<file path="config.mk">
export PLATFORM = sky130hd
export DESIGN_NAME = cfg_master
export DESIGN_NICKNAME = d
export VERILOG_FILES = /design/src/rtl/cfg_master.sv
export SDC_FILE = /design/constraint.sdc
export NUM_CORES = 1
export LEC_CHECK = 0
export CAP_MARGIN = 20
export CORE_ASPECT_RATIO = 0.75
export CORE_MARGIN = 10
export CORE_UTILIZATION = 54
export CTS_CLUSTER_SIZE = 8
export DETAILED_ROUTE_END_ITERATION = 7
export PLACE_DENSITY_LB_ADDON = 0.12
export SYNTH_ARGS = -nofsm -noshare
export SYNTH_HDL_FRONTEND = slang
export SYNTH_SLANG_ARGS = --single-unit
</file>
<file path="constraint.sdc">
create_clock -name clk -period 2.5 [get_ports clk]
set_clock_uncertainty 0.05 [all_clocks]
set_input_delay 0.5 -clock clk [delete_from_list [all_inputs] [get_ports clk]]
set_output_delay 0.5 -clock clk [all_outputs]
set_load 0.005 [all_outputs]
</file>
<file path="src/rtl/cfg_master.sv">
// Configuration-bus initiator: decodes HEADER/ADDR/DATA/SUM frames from the
// UART byte stream and issues one handshaked write per valid frame.
module cfg_master #(
    parameter int          WIDTH_CONFIG_ADDR = 4,
    parameter int          WIDTH_CONFIG_DATA = 8,
    parameter logic [7:0]  HEADER            = 8'hA5,
    parameter int          TIMEOUT_CYCLES    = 1024
) (
    input  logic                         clk,
    input  logic                         rst,
    input  logic [7:0]                   rx_data,
    input  logic                         rx_valid,
    output logic [WIDTH_CONFIG_ADDR-1:0] c_addr,
    output logic [WIDTH_CONFIG_DATA-1:0] c_data,
    output logic                         c_valid,
    input  logic                         c_ready,
    output logic                         busy,
    output logic                         done,
    output logic                         err,
    output logic [1:0]                   err_code,
    output logic                         rx_drop
);

    localparam logic [1:0]  CODE_OK      = 2'd0;
    localparam logic [1:0]  CODE_SUM     = 2'd1;
    localparam logic [1:0]  CODE_ADDR    = 2'd2;
    localparam logic [1:0]  CODE_TIMEOUT = 2'd3;
    localparam logic [15:0] TO_LAST      = 16'(TIMEOUT_CYCLES - 1);

    typedef enum logic [2:0] {
        S_HDR,
        S_ADDR,
        S_DATA,
        S_SUM,
        S_ISSUE
    } state_t;

    state_t      state, state_nxt;
    logic [7:0]  addr_byte;
    logic [7:0]  data_byte;
    logic [15:0] to_cnt;

    logic        cap_addr, cap_data, load_bus, cnt_clr, cnt_inc;
    logic        done_nxt, err_nxt;
    logic [1:0]  err_code_nxt;

    function automatic logic [7:0] frame_sum(input logic [7:0] a, input logic [7:0] d);
        return a ^ d ^ 8'h5A;
    endfunction

    // Address bits above the configured bus width must be clear.
    function automatic logic addr_out_of_range(input logic [7:0] a);
        if (WIDTH_CONFIG_ADDR >= 8)
            return 1'b0;
        return (a >> WIDTH_CONFIG_ADDR) != 8'd0;
    endfunction

    always_comb begin
        state_nxt    = state;
        cap_addr     = 1'b0;
        cap_data     = 1'b0;
        load_bus     = 1'b0;
        cnt_clr      = 1'b0;
        cnt_inc      = 1'b0;
        done_nxt     = 1'b0;
        err_nxt      = 1'b0;
        err_code_nxt = err_code;

        case (state)
            S_HDR: begin
                if (rx_valid && rx_data == HEADER)
                    state_nxt = S_ADDR;
            end
            S_ADDR: begin
                if (rx_valid) begin
                    cap_addr  = 1'b1;
                    state_nxt = S_DATA;
                end
            end
            S_DATA: begin
                if (rx_valid) begin
                    cap_data  = 1'b1;
                    state_nxt = S_SUM;
                end
            end
            S_SUM: begin
                if (rx_valid) begin
                    state_nxt = S_HDR;
                    if (rx_data != frame_sum(addr_byte, data_byte)) begin
                        err_nxt      = 1'b1;
                        err_code_nxt = CODE_SUM;
                    end else if (addr_out_of_range(addr_byte)) begin
                        err_nxt      = 1'b1;
                        err_code_nxt = CODE_ADDR;
                    end else begin
                        load_bus  = 1'b1;
                        cnt_clr   = 1'b1;
                        state_nxt = S_ISSUE;
                    end
                end
            end
            S_ISSUE: begin
                // A handshake on the final allowed cycle still counts as success.
                if (c_ready) begin
                    done_nxt     = 1'b1;
                    err_code_nxt = CODE_OK;
                    state_nxt    = S_HDR;
                end else if (to_cnt == TO_LAST) begin
                    err_nxt      = 1'b1;
                    err_code_nxt = CODE_TIMEOUT;
                    state_nxt    = S_HDR;
                end else begin
                    cnt_inc = 1'b1;
                end
            end
            default: state_nxt = S_HDR;
        endcase
    end

    always_ff @(posedge clk) begin
        if (rst) begin
            state    <= S_HDR;
            done     <= 1'b0;
            err      <= 1'b0;
            err_code <= CODE_OK;
            to_cnt   <= 16'd0;
            c_addr   <= '0;
            c_data   <= '0;
        end else begin
            state    <= state_nxt;
            done     <= done_nxt;
            err      <= err_nxt;
            err_code <= err_code_nxt;
            if (cnt_clr)
                to_cnt <= 16'd0;
            else if (cnt_inc)
                to_cnt <= to_cnt + 16'd1;
            if (load_bus) begin
                c_addr <= addr_byte[WIDTH_CONFIG_ADDR-1:0];
                c_data <= data_byte[WIDTH_CONFIG_DATA-1:0];
            end
        end
    end

    // Frame payload capture; only meaningful once the checksum byte arrives.
    always_ff @(posedge clk) begin
        if (cap_addr)
            addr_byte <= rx_data;
        if (cap_data)
            data_byte <= rx_data;
    end

    assign c_valid = (state == S_ISSUE);
    assign busy    = (state != S_HDR);
    assign rx_drop = (state == S_ISSUE) && rx_valid;

endmodule
</file>
Word-level counts from Yosys, hierarchy flattened
Index checks and enable logic that the tools add are counted.
- register bits: 51
- bits of input ports: 12
- word-level logic and storage cells: 68
- add/sub/neg operators: 1
- eq/ne operators: 13
- muxes and demuxes: 32
- bitwise gates (word level): 3
- reductions and logical operators: 10
- operator list (operator ; count):
    2-to-1 mux 3 bit ; 8
    adder 16 x 1 -> 16 bit, second input constant ; 1
    equality test 16 x 10 -> 1 bit, second input constant ; 1
    2-to-1 mux 1 bit ; 16
    one-hot mux 3 bit (5 select lines) ; 1
    2-to-1 mux 2 bit ; 5
    equality test 8 bit, second input constant ; 1
    != test 2 bit, second input constant ; 4
    != test 8 bit ; 1
    nonzero test 8 bit ; 1
    XOR 8 bit ; 1
    equality test 3 x 2 -> 1 bit, second input constant ; 2
    AND reduction 5 bit ; 1
    inverter 4 bit ; 1
    one-hot mux 2 bit (2 select lines) ; 1
    AND reduction 4 bit ; 1
    OR reduction 2 bit ; 2
    equality test 3 x 1 -> 1 bit, second input constant ; 1
    equality test 3 bit, second input constant ; 1
    zero test 3 bit ; 1
    != test 3 x 1 -> 1 bit, second input constant ; 1
    != test 3 bit, second input constant ; 1
    nonzero test 3 bit ; 1
    logical AND 1 bit ; 2
    other kinds (3) ; 3

Depth between registers and ports, before layout
- depth in word-level cells: 7
- gate-level depth with buffers: 8
- gate-level depth less buffers: 7

Least setup slack after synthesis
OpenSTA, ideal clock, no wires.
- path type: register -> register
- start: register to_cnt[10]
- end: register err_code[0]
- library setup time: 0.123 ns
- arrival: 2.068 ns
- required time: 2.327 ns
- setup slack: 0.259 ns
- cell stages (with the launch flop): 7
- path buffers: 1
- path through: dfxtp_1 or4_4 or4_4 buf_6 a21oi_2 a21boi_2 mux2_1
- longest elaborated chain between the ends: 3
- ends and longest elaborated chain (element ; RTL line ; text):
    from (decl) ; 41 ; logic [15:0] to_cnt;
    from (signal assigned) ; 137 ; to_cnt <= to_cnt + 16'd1;
    equality test 16 x 10 -> 1 bit ; 108 ; end else if (to_cnt == TO_LAST) begin
    != test 3 x 1 -> 1 bit (no line) ; - ;
    AND reduction 4 bit (no line) ; - ;
    to (signal assigned) ; 133 ; err_code <= err_code_nxt;
    to (decl) ; 20 ; output logic [1:0] err_code,
Every way passes these cells.
A chain may end at the register's enable or synchronous reset.

Worst setup path in the final report
Ends and elaborated chain as after synthesis.

==> impl_metrics.ini <==
[status]
status = finished clean

[die]
fp.coreArea_mm2 = 0.00413
die-area_mm2 = 0.00740
die_y_um = 77.0
initial_core_util = 0.567
ios = 31
rows = 20
die_w_um = 96.1

[routing]
drt_iter0_drc = 92
vias = 1652
wl_per_cell_um = 16.4
ant_nets = 0
first_pass_iters = 4
via_per_inst = 5.54
drc = 0
wirelength_um = 4880

[sta]
rsz0062_at_grt = false
tns_ns = 0
worstMarginPinSlew_ns = 0.647
timing.hold.ws_ns = 0.450
slew_viol_final = 0
hold_viol_final = 0
finalWorstSetupSlack_ns = 0.157
period_needed_ns = 2.34
finalSetupViolations = 0
max_freq_mhz = 427
period_share = 0.937
relSlewSlack = 0.565

[critical_path]
path_delay_family = simple AND/OR/NAND/NOR gates
reg2reg_depth = 5
cp_slowest_stage_delay_ns = 0.57
cp_data_arrival_time_ns = 2.48
worst-r2r-setup-slack_ns = 0.16
crit_slowest_cell = or4_4
path_cells = or4_4 -> or4_4 -> a21oi_2 -> a21boi_2 -> mux2_1
cpMostUsedCell = or4_4
crit_type = reg2reg
path_buf_inv = 0
cp_max_fo = 8
worst_setup_path_start_kind = flop
worstPathRequired_ns = 2.64
crit_path_end_kind = flop
path_depth = 5

[pwr]
power_switching_uw = 300
total_power_uw = 1480
pwr-share-clk = 0.390
power_density_mw_per_mm2 = 518
seq_power_share = 0.575
sw_frac_of_total = 0.202
comb_power_share = 0.035
internal_power_uw = 1180
p_leak_uw = 0.00103
ir_drop_v = 0.000352

[layout]
syn_to_final_growth_pct = 22.1
fin_nets = 255
layout-drive-gt1-share = 0.111
stdcell_area_mm2 = 0.00286
antenna_cells = 0

[place]
gp_congestion = 0.772
place_hpwl_um = 3620
portBuffers = 30
postPlaceCellArea_mm2 = 0.00274
dp_slack_ns = 0.0954

[run]
maxCapViolCount = 0

[synthesis]
synthArstFlopShare = 0
synthFlopType = dfxtp_1
yosys-top-cells-area = dfxtp_1, edfxtp_1, mux2i_1, nor3_1, xor3_1
yosysTopAreaCell = dfxtp_1
yosysMostFrequentCell = dfxtp_1
syn-cell-area_mm2 = 0.00234
ys_ff_latch = 51
syn_nets = 218
synth_common_cells = dfxtp_1, nor3_1, nor2_1
synth_area_per_cell_um2 = 11.4
synth_top_cell_area_share = 0.299
synthesis.instances = 205
synth_cell_types = 45
yosysWarnings = 0
synth-edff-count = 16
seq_area_frac_synth = 0.504

[global_routing]
track_usage = 0.135
antenna_found_initial = 0
overflow = 0
grt_pass1_wl_um = 8000
first_global_vias = 1642
grt_max_degree = 27

[cts]
cts_resized = 0
cts-root-buf = clkbuf_8
insertion_delay_ns = 0.30
h-tree-depth = 2
cts_tree = built
cts_max_path_buffers = 2
post_cts_buffers = 0
cts-hold-fix-buffers = 0
clock-sinks = 51
path_clk_slew_ns = 0.10
cts_buffers = 5

[worst_hold_path]
min_path_cells = 2
holdCritPathClass = reg2reg
## placed cells by master, fill, tap and decap left out, types with 2 or more instances in the layout
cell type / instances
clkbuf_8: 5
nor2b_1: 3
xor2_1: 10
clkdlybuf4s50_1: 30
xor3_1: 4
buf_4: 10
or4_4: 2
nor4_1: 3
a21oi_1: 4
nand4_1: 5
nor2_1: 17
mux2i_1: 13
xnor3_1: 4
nor3_1: 20
nor4bb_1: 4
and2_1: 2
nand2_1: 12
and3_1: 5
edfxtp_1: 16
xnor2_1: 6
nand3_1: 6
dfxtp_1: 35
## area by class of cell
class | count | area, um^2
clock buffer | 5 | 68.8
sequential | 51 | 1180
clock inverter | 3 | 47.5
inverter | 1 | 3.75
timing repair buffer | 40 | 375
fill | 307 | 1270
tap | 55 | 68.8
multi-input combinational | 143 | 1110
## worst min-delay path: stages, from the launching register on
cell and delay, ns:
dfxtp_1 0.34, mux2i_1 0.06, nor2_1 0.07
## logic make-up (layout without fill, tap and decap cells)
| logic type | count (synthesis) | in the layout | synth area share |
|---|---|---|---|
| adder cells (fa/ha/maj) | 1 | 1 | 0.00534 |
| AO/OA/AOI/OAI | 13 | 13 | 0.0417 |
| XOR/XNOR | 24 | 24 | 0.139 |
| multiplexers | 15 | 15 | 0.0652 |
| AND/OR/NAND/NOR | 90 | 90 | 0.222 |
| flip-flops | 51 | 51 | 0.504 |
| buffers and inverters | 11 | 49 | 0.0230 |
## per-stage QoR
step / utilization / cells
after global placement: 0.664 / 290
after global routing: 0.692 / 298
after CTS: 0.692 / 298
after floorplan: - / 205
after detailed placement: 0.664 / 290
final: 0.692 / 298
## power by group through the flow
stage / logic [uW] / clock network (uW) / registers, uW
after floorplan: 19.5 / 0 / 871
after global placement: 49.3 / 0 / 871
after detailed placement: 50.9 / 0 / 871
after CTS: 51.3 / 590 / 852
after global routing: 55.6 / 624 / 852
final: 51.2 / 578 / 852
## worst paths after layout
kind / startpoint / to
worst max-delay path: to_cnt[10] / err_code[0]
worst min-delay path: c_data[0] / c_data[0]
worst max register to register: to_cnt[10] / err_code[0]
worst min register to register: c_data[0] / c_data[0]
## routing by layer
layer | up-vias | share of wire | routed length, um | GRT usage
met1 | 782 | 0.49 | 2410 | 0.187
met2 | 47 | 0.44 | 2170 | 0.197
met4 | 0 | 0.0045 | 22 | 0.0382
li1 | 821 | - | - | -
met5 | - | 0 | 0 | 0
met3 | 2 | 0.056 | 275 | 0.0399
## state kept, by name (all words and copies together) (netlist names)
signal     flops
err_code       2
to_cnt        16
done           1
addr_byte      8
data_byte      8
state          3
c_addr         4
err            1
c_data         8
Note: power is estimated with default switching activity, not from simulation.
